===== src/rtl/axis_mux_sched_pkg.sv =====
// Shared definitions for the frame-level AXI-Stream mux scheduler:
// FSM state encoding and the round-robin slot helper.
package axis_mux_sched_pkg;

  typedef enum logic [1:0] {
    IDLE  = 2'd0,
    GRANT = 2'd1,
    BUSY  = 2'd2
  } sched_state_e;

  // Port index visited at position 'offset' of a search that starts just after 'last'.
  // last < n and offset < n, so a single wrap subtraction is enough.
  function automatic int unsigned rr_slot(input int unsigned last,
                                          input int unsigned offset,
                                          input int unsigned n);
    int unsigned s;
    s = last + 1 + offset;
    if (s >= n) s = s - n;
    return s;
  endfunction

endpackage


===== src/rtl/axis_rr_pick.sv =====
// Combinational round-robin picker: first requester after 'last', wrapping.
module axis_rr_pick
  import axis_mux_sched_pkg::*;
#(
  parameter int S_COUNT   = 4,
  parameter int SEL_WIDTH = $clog2(S_COUNT)
) (
  input  logic [S_COUNT-1:0]   req,
  input  logic [SEL_WIDTH-1:0] last,
  output logic                 grant_valid,
  output logic [SEL_WIDTH-1:0] grant_idx
);

  logic [SEL_WIDTH-1:0] slot;

  // Walk from the lowest priority slot up so the nearest requester after 'last' wins.
  always_comb begin
    grant_valid = 1'b0;
    grant_idx   = '0;
    slot        = '0;
    for (int i = S_COUNT - 1; i >= 0; i--) begin
      slot = SEL_WIDTH'(rr_slot(32'(last), unsigned'(i), unsigned'(S_COUNT)));
      if (req[slot]) begin
        grant_valid = 1'b1;
        grant_idx   = slot;
      end
    end
  end

endmodule


===== src/rtl/axis_mux_sched.sv =====
// Frame-level scheduler driving enable/sel of a downstream 4-port AXI-Stream mux.
// Grants whole frames round-robin, releases after the tlast beat, counts frames.
module axis_mux_sched
  import axis_mux_sched_pkg::*;
#(
  parameter int S_COUNT       = 4,
  parameter int SEL_WIDTH     = $clog2(S_COUNT),
  parameter int BEAT_WIDTH    = 16,
  parameter int MAX_BEATS     = 1024,
  parameter int GRANT_TIMEOUT = 16,
  parameter int CNT_WIDTH     = 16
) (
  input  logic                         clk,
  input  logic                         rst_n,
  input  logic [S_COUNT-1:0]           port_mask,
  input  logic [S_COUNT-1:0]           mon_tvalid,
  input  logic [S_COUNT-1:0]           mon_tready,
  input  logic [S_COUNT-1:0]           mon_tlast,
  output logic                         enable,
  output logic [SEL_WIDTH-1:0]         sel,
  output logic                         busy,
  output logic [S_COUNT*CNT_WIDTH-1:0] frame_count,
  output logic                         err_len,
  input  logic                         err_clr
);

  localparam int TMO_WIDTH = $clog2(GRANT_TIMEOUT + 1);

  sched_state_e                     state_q, state_d;
  logic [SEL_WIDTH-1:0]             sel_q, sel_d, last_q, last_d;
  logic [TMO_WIDTH-1:0]             tmo_q, tmo_d;
  logic [BEAT_WIDTH-1:0]            beat_q, beat_d, beat_inc;
  logic [S_COUNT-1:0][CNT_WIDTH-1:0] cnt_q;
  logic                             enable_q, busy_q, err_q;
  logic                             frame_done, err_set;
  logic [S_COUNT-1:0]               req;
  logic                             grant_valid;
  logic [SEL_WIDTH-1:0]             grant_idx;
  logic                             beat, beat_last;

  // Handshake: a beat is accepted on a port in any cycle where its tvalid and
  // tready are both high; only the currently selected port is observed.
  assign req       = mon_tvalid & port_mask;
  assign beat      = mon_tvalid[sel_q] & mon_tready[sel_q];
  assign beat_last = mon_tlast[sel_q];
  assign beat_inc  = (beat_q == '1) ? beat_q : beat_q + BEAT_WIDTH'(1);

  axis_rr_pick #(
    .S_COUNT   (S_COUNT),
    .SEL_WIDTH (SEL_WIDTH)
  ) u_pick (
    .req         (req),
    .last        (last_q),
    .grant_valid (grant_valid),
    .grant_idx   (grant_idx)
  );

  always_comb begin
    state_d    = state_q;
    sel_d      = sel_q;
    last_d     = last_q;
    tmo_d      = tmo_q;
    beat_d     = beat_q;
    frame_done = 1'b0;
    err_set    = 1'b0;
    case (state_q)
      IDLE: begin
        if (grant_valid) begin
          sel_d   = grant_idx;
          tmo_d   = '0;
          state_d = GRANT;
        end
      end
      GRANT: begin
        if (beat) begin
          if (beat_last) begin
            state_d    = IDLE;
            last_d     = sel_q;
            frame_done = 1'b1;
          end else begin
            state_d = BUSY;
            beat_d  = BEAT_WIDTH'(1);
            err_set = (MAX_BEATS == 1);
          end
        end else if (tmo_q == TMO_WIDTH'(GRANT_TIMEOUT - 1)) begin
          // Silent grant: the port forfeits its turn.
          state_d = IDLE;
          last_d  = sel_q;
        end else begin
          tmo_d = tmo_q + TMO_WIDTH'(1);
        end
      end
      BUSY: begin
        if (beat) begin
          beat_d = beat_inc;
          if (beat_last) begin
            state_d    = IDLE;
            last_d     = sel_q;
            frame_done = 1'b1;
          end else if (beat_inc == BEAT_WIDTH'(MAX_BEATS)) begin
            err_set = 1'b1;
          end
        end
      end
      default: state_d = IDLE;
    endcase
  end

  always_ff @(posedge clk or negedge rst_n) begin
    if (!rst_n) begin
      state_q  <= IDLE;
      sel_q    <= '0;
      last_q   <= SEL_WIDTH'(S_COUNT - 1);
      tmo_q    <= '0;
      beat_q   <= '0;
      enable_q <= 1'b0;
      busy_q   <= 1'b0;
      err_q    <= 1'b0;
      cnt_q    <= '0;
    end else begin
      state_q  <= state_d;
      sel_q    <= sel_d;
      last_q   <= last_d;
      tmo_q    <= tmo_d;
      beat_q   <= beat_d;
      enable_q <= (state_d == GRANT);
      busy_q   <= (state_d != IDLE);
      err_q    <= err_set | (err_q & ~err_clr);
      if (frame_done) cnt_q[sel_q] <= cnt_q[sel_q] + CNT_WIDTH'(1);
    end
  end

  assign enable      = enable_q;
  assign sel         = sel_q;
  assign busy        = busy_q;
  assign err_len     = err_q;
  assign frame_count = cnt_q;

endmodule


===== config.mk =====
export PLATFORM = sky130hd
export DESIGN_NAME = axis_mux_sched
export DESIGN_NICKNAME = d
export VERILOG_FILES = /design/src/rtl/axis_mux_sched_pkg.sv /design/src/rtl/axis_rr_pick.sv /design/src/rtl/axis_mux_sched.sv
export SDC_FILE = /design/constraint.sdc
export NUM_CORES = 1
export LEC_CHECK = 0
export ABC_AREA = 1
export CAP_MARGIN = 20
export CORE_MARGIN = 2
export CORE_UTILIZATION = 30
export DETAILED_ROUTE_END_ITERATION = 10
export PLACE_DENSITY_LB_ADDON = 0.12
export SETUP_SLACK_MARGIN = 0.15
export SKIP_CTS_REPAIR_TIMING = 1
export SYNTH_ARGS = -nofsm -noshare
export SYNTH_HDL_FRONTEND = slang
export SYNTH_SLANG_ARGS = --single-unit

===== constraint.sdc =====
create_clock -name clk -period 3 [get_ports clk]
set_clock_uncertainty 0.15 [all_clocks]
set_input_delay 0.75 -clock clk [delete_from_list [all_inputs] [get_ports clk]]
set_output_delay 0.75 -clock clk [all_outputs]
set_load 0.01 [all_outputs]

Yosys cells after proc, flatten, opt, wreduce, memory -nomap -nowiden. Cells that the tools add are included.

Flip-flop bits (word level): 94. Input port bits: 19. Output and inout port bits: 69. Logic and storage cells: 120.

$add $sub $neg: 11. $lt $le $gt $ge: 10. Equality and inequality tests: 13. Multiplexer cells: 59. Bitwise logic cells: 5. Reductions and logical operators: 10.

Operators with widths (count): $mux W16 (6); $bwmux W64 (1); $ge A32 B3 Y1 const B (2); $mux W2 (18); $add A16 B1 Y16 const B (2); $bmux W16 S2 (1); $demux W16 S2 (1); $pmux W16 S2 (1); $mux W1 (18); $eq A16 B11 Y1 const B (1); $eq A16 B16 Y1 const B (1); $lt A2 B3 Y1 const B (5); $mux W5 (3); $bmux W1 S2 (7); $ne A2 B2 Y1 const B (6); $pmux W5 S2 (1); $add A3 B2 Y4 const B (2); $reduce_and A4 Y1 (2); $sub A2 B1 Y2 const B (4); $pmux W2 S3 (1); $reduce_bool A2 Y1 (3); $add A5 B1 Y5 const B (1); $eq A5 B4 Y1 const B (1); $add A3 B1 Y4 const B (1); other kinds (17) (19).

Longest topological paths before layout.
Depth after elaboration: 13. Mapped depth: 15.

Hierarchy. Synthesis repeated with hierarchy kept, for this count alone.

Cell total of the unflattened synthesis: 845. Area, all modules: 5811.8 um2.

Modules (own cells, without submodules): axis_mux_sched (times used 1, cells each 794, area an instance 5575.3 um2, seq. area each 2354.8 um2); axis_rr_pick (times used 1, cells each 51, area an instance 236.5 um2, seq. area each 0.0 um2).

Least setup slack after synthesis. OpenSTA, ideal clock, no wires.

Path type: register to register. From: register sel_q[0], in the netlist sel[0]. To: register cnt_q, in the netlist frame_count[14]. Arrival time: 1.887 ns. Data required time: 2.734 ns. Path slack: 0.846 ns. Stages on the path, launching flop included: 14. Cells stage by stage: dfrtp_1 buf_6 nor2_8 buf_2 nand2_1 nand4_2 ha_1 nand2_2 nor2_2 nand3_1 nand2_1 nand2_1 nand2_1 nand2_1.

Longest elaborated chain between the ends: 5.

RTL lines: from (decl) (RTL line axis_mux_sched.sv:30) `logic [SEL_WIDTH-1:0] sel_q, sel_d, last_q, last_d;`; from (signal assigned) (RTL line axis_mux_sched.sv:122) `sel_q <= sel_d;`; parallel branches: the longest is 5 deep, another holds $add A16 B1 Y16; to (signal, indexed assignment) (RTL line axis_mux_sched.sv:129) `if (frame_done) cnt_q[sel_q] <= cnt_q[sel_q] + CNT_WIDTH'(1);`; to (decl) (RTL line axis_mux_sched.sv:33) `logic [S_COUNT-1:0][CNT_WIDTH-1:0] cnt_q;`.

Several ways; the timed one is not identified. The select of a mux whose other input is x is not followed. A chain may end at the register's enable or synchronous reset.

Worst setup path after layout.
From: register sel_q[0], in the netlist sel[0]. To: register cnt_q, in the netlist frame_count[4].

Same word-level chain as after synthesis.

==> results.cfg <==
[drt]
vias_per_cell = 4.60
ant_nets = 0
totalWireLength_um = 16600
firstDrtPassIters = 4
drc = 0
num_vias = 5092
post_drt_wl_per_cell_um = 15.0
drt_iter0_drc = 234

[synth]
synth-seq-cells = 94
synth_edf_count = 0
yosysWarnings = 0
ys.flop_type = dfrtp_1
synthesis.area_sq_um = 5690
synthArstFlopShare = 1.00
synth.distinct_cells = 45
yosysSeqAreaShare = 0.414
syn_area_per_cell_sq_um = 7.41
syn-num-nets = 795
syn_inst = 768

[global_route]
grt.total_usage = 0.172
antenna_found_initial = 0
grt_max_degree = 55
grt_pass1_vias = 4995
grt-ovfl-total = 0
grt_pass1_wl_um = 26800

[min_path]
min_path_type = in -> async

[die]
core_area_sq_um = 18600
die_x_um = 142
rows = 50
dieArea_sq_um = 20100
start_util = 0.305
die_h_um = 142
io_pins = 88

[setup_path]
start_kind = flip-flop
crit_chain = buf_4 -> buf_4 -> nor2_8 -> nand2_1 -> nand4_2 -> ha_1 -> nand2_2 -> nor2_4 -> xor2_1 -> nand2_1 -> nand2_1
path_class = reg -> reg
crit_required_ns = 3.14
cp_common_cell = nand2_1
path_max_fanout = 10
slowest_delay_ns = 0.47
critPathArrivalTime_ns = 2.79
end_kind = flip-flop
cp_slowest_cell = dfrtp_1

[placed_design]
io_buffers = 87
gp_congestion = 0.798
post-dp-hpwl_um = 12200
dpl-instance-area_sq_um = 6850

[layout]
area_growth_pct = 26.1
diodes = 0
multi_input_area_sq_um = 2900
drive_gt1_frac = 0.108
fill_cells = 1972
finalNetCount = 895
ff_latch_area_sq_um = 2350
stdcell_area_sq_um = 7180

[run_status]
outcome = finished, final reports clean

[sta]
min_period_ns = 2.65
tightest_slew_ns = 0.553
report.final.slew_viol_count = 0
hold_viol = 0
finalSetupViolCount = 0
rsz0062_at_grt = no
fin_crit_sh = 0.885
relSlewSlack = 0.631
fmax_mhz = 377
fin_tns_setup_ns = 0

[clocking]
clockBufferDepth = 2
clock-sinks = 94
path_clk_slew_ns = 0.07
clockRootBuffer = clkbuf_16
h-tree-depth = 3
worstSkewPairLatency_ns = 0.36
cts-buffers-inserted = 9
tritoncts = built

[pwr]
peakVddDrop_v = 0.000294
p_leak_nw = 3.49
power.density_nw_per_um2 = 691

[flow_run]
cap_violations = 0
[flip-flops by register name, summed over array words and instances (netlist names)]
signal	count
sel	2
tmo_q	5
frame_count	64
busy	1
enable	1
beat_q	16
last_q	2
err_len	1
state_q	2
[path summary, 6_finish.rpt]
kind                             endpoint  cells after the start  slack (ns)    start
hold reg to reg                   err_len                      2        0.33  err_len
setup reg to reg           frame_count[4]                     11        0.35   sel[0]
hold / removal                   tmo_q[0]                      2        0.23    rst_n
max in group asynchronous  frame_count[1]                      2        1.96    rst_n
min in group clk                  err_len                      2        0.33  err_len
setup / recovery           frame_count[4]                     11        0.35   sel[0]
[worst max-delay path: cells and delay by family (launching register included)]
family                   cells  cell delay, ns
flip-flops                   1            0.47
XOR/XNOR                     1            0.40
buffers and inverters        2            0.38
AND/OR/NAND/NOR              7            1.00
adder cells (fa/ha/maj)      1            0.21
[layout make-up]
type / instances / share of cell area
multi-input combinational: 588 / 0.405
inverter: 70 / 0.0396
timing repair buffer: 105 / 0.142
clock inverter: 5 / 0.0113
tap: 234 / 0.0408
clock buffer: 11 / 0.0338
sequential: 94 / 0.328
[cells in the final DEF (no fill, tap or decap), drive strengths merged, types with 11 or more instances in the layout]
cell,netlist,layout
nand4,20,20
clkbuf,0,11
nor2,61,61
o21ai,51,51
dfrtp,92,92
xor2,13,13
nand3,47,47
buf,16,19
inv,68,69
nand2,359,359
clkdlybuf4s50,0,86
[cells by family after synthesis]
group | share of synthesized area
compound gates | 0.0732
xor+xnor | 0.0244
flops | 0.414
simple gates | 0.395
buf+inv | 0.0757
fa+ha+maj | 0.0176
[Yosys cell counts, types with 2 or more instances]
master | number | area share
nand4_2 | 4 | 0.0088
nand2_2 | 8 | 0.0088
nor2_8 | 7 | 0.025
buf_6 | 9 | 0.018
ha_1 | 8 | 0.018
nor2_1 | 40 | 0.026
dfrtp_1 | 92 | 0.40
o21ai_1 | 11 | 0.0097
nand3_1 | 44 | 0.039
nor3_1 | 3 | 0.0026
inv_2 | 6 | 0.0040
a21oi_1 | 6 | 0.0053
nor2_2 | 10 | 0.011
o21a_1 | 2 | 0.0026
xor2_1 | 12 | 0.018
nand4_1 | 15 | 0.016
xnor2_1 | 2 | 0.0031
nor2_4 | 4 | 0.0079
buf_4 | 4 | 0.0053
inv_4 | 6 | 0.0066
nand3_4 | 2 | 0.0062
dfstp_2 | 2 | 0.0092
buf_2 | 3 | 0.0026
o21ai_0 | 39 | 0.034
nand2_1 | 349 | 0.23
inv_1 | 55 | 0.036
o31ai_1 | 2 | 0.0026
o22ai_1 | 6 | 0.0066
[metal layers]
layer / global-route usage / wire, um / up-vias
li1: - / - / 2633
met1: 0.219 / 7770 / 2361
met2: 0.298 / 8090 / 84
met3: 0.0398 / 577 / 14
met4: 0.0379 / 176 / 0
met5: 0 / 0 / -
[per-stage QoR]
stage                     hold WS (ns)  std cells  setup slack (ns)  total power [W]  utilization
after CTS                        0.241       1107             0.320          0.00504        0.385
final                            0.234       1107             0.346          0.00496        0.385
after global placement           0.321       1091             0.274          0.00374        0.368
after global routing             0.249       1107             0.215          0.00535        0.385
after floorplan                  0.302        768             0.846          0.00308            -
after detailed placement         0.324       1091             0.261          0.00373        0.368
[report_power, final]
group,switching [W],internal (W),leakage [nW],total [W]
Sequential,0.000231,0.00149,1.28,0.00172
Clock,0.000521,0.000756,0.156,0.00128
Combinational,0.00126,0.000708,2.06,0.00196
(Power assumes the default switching activity.)
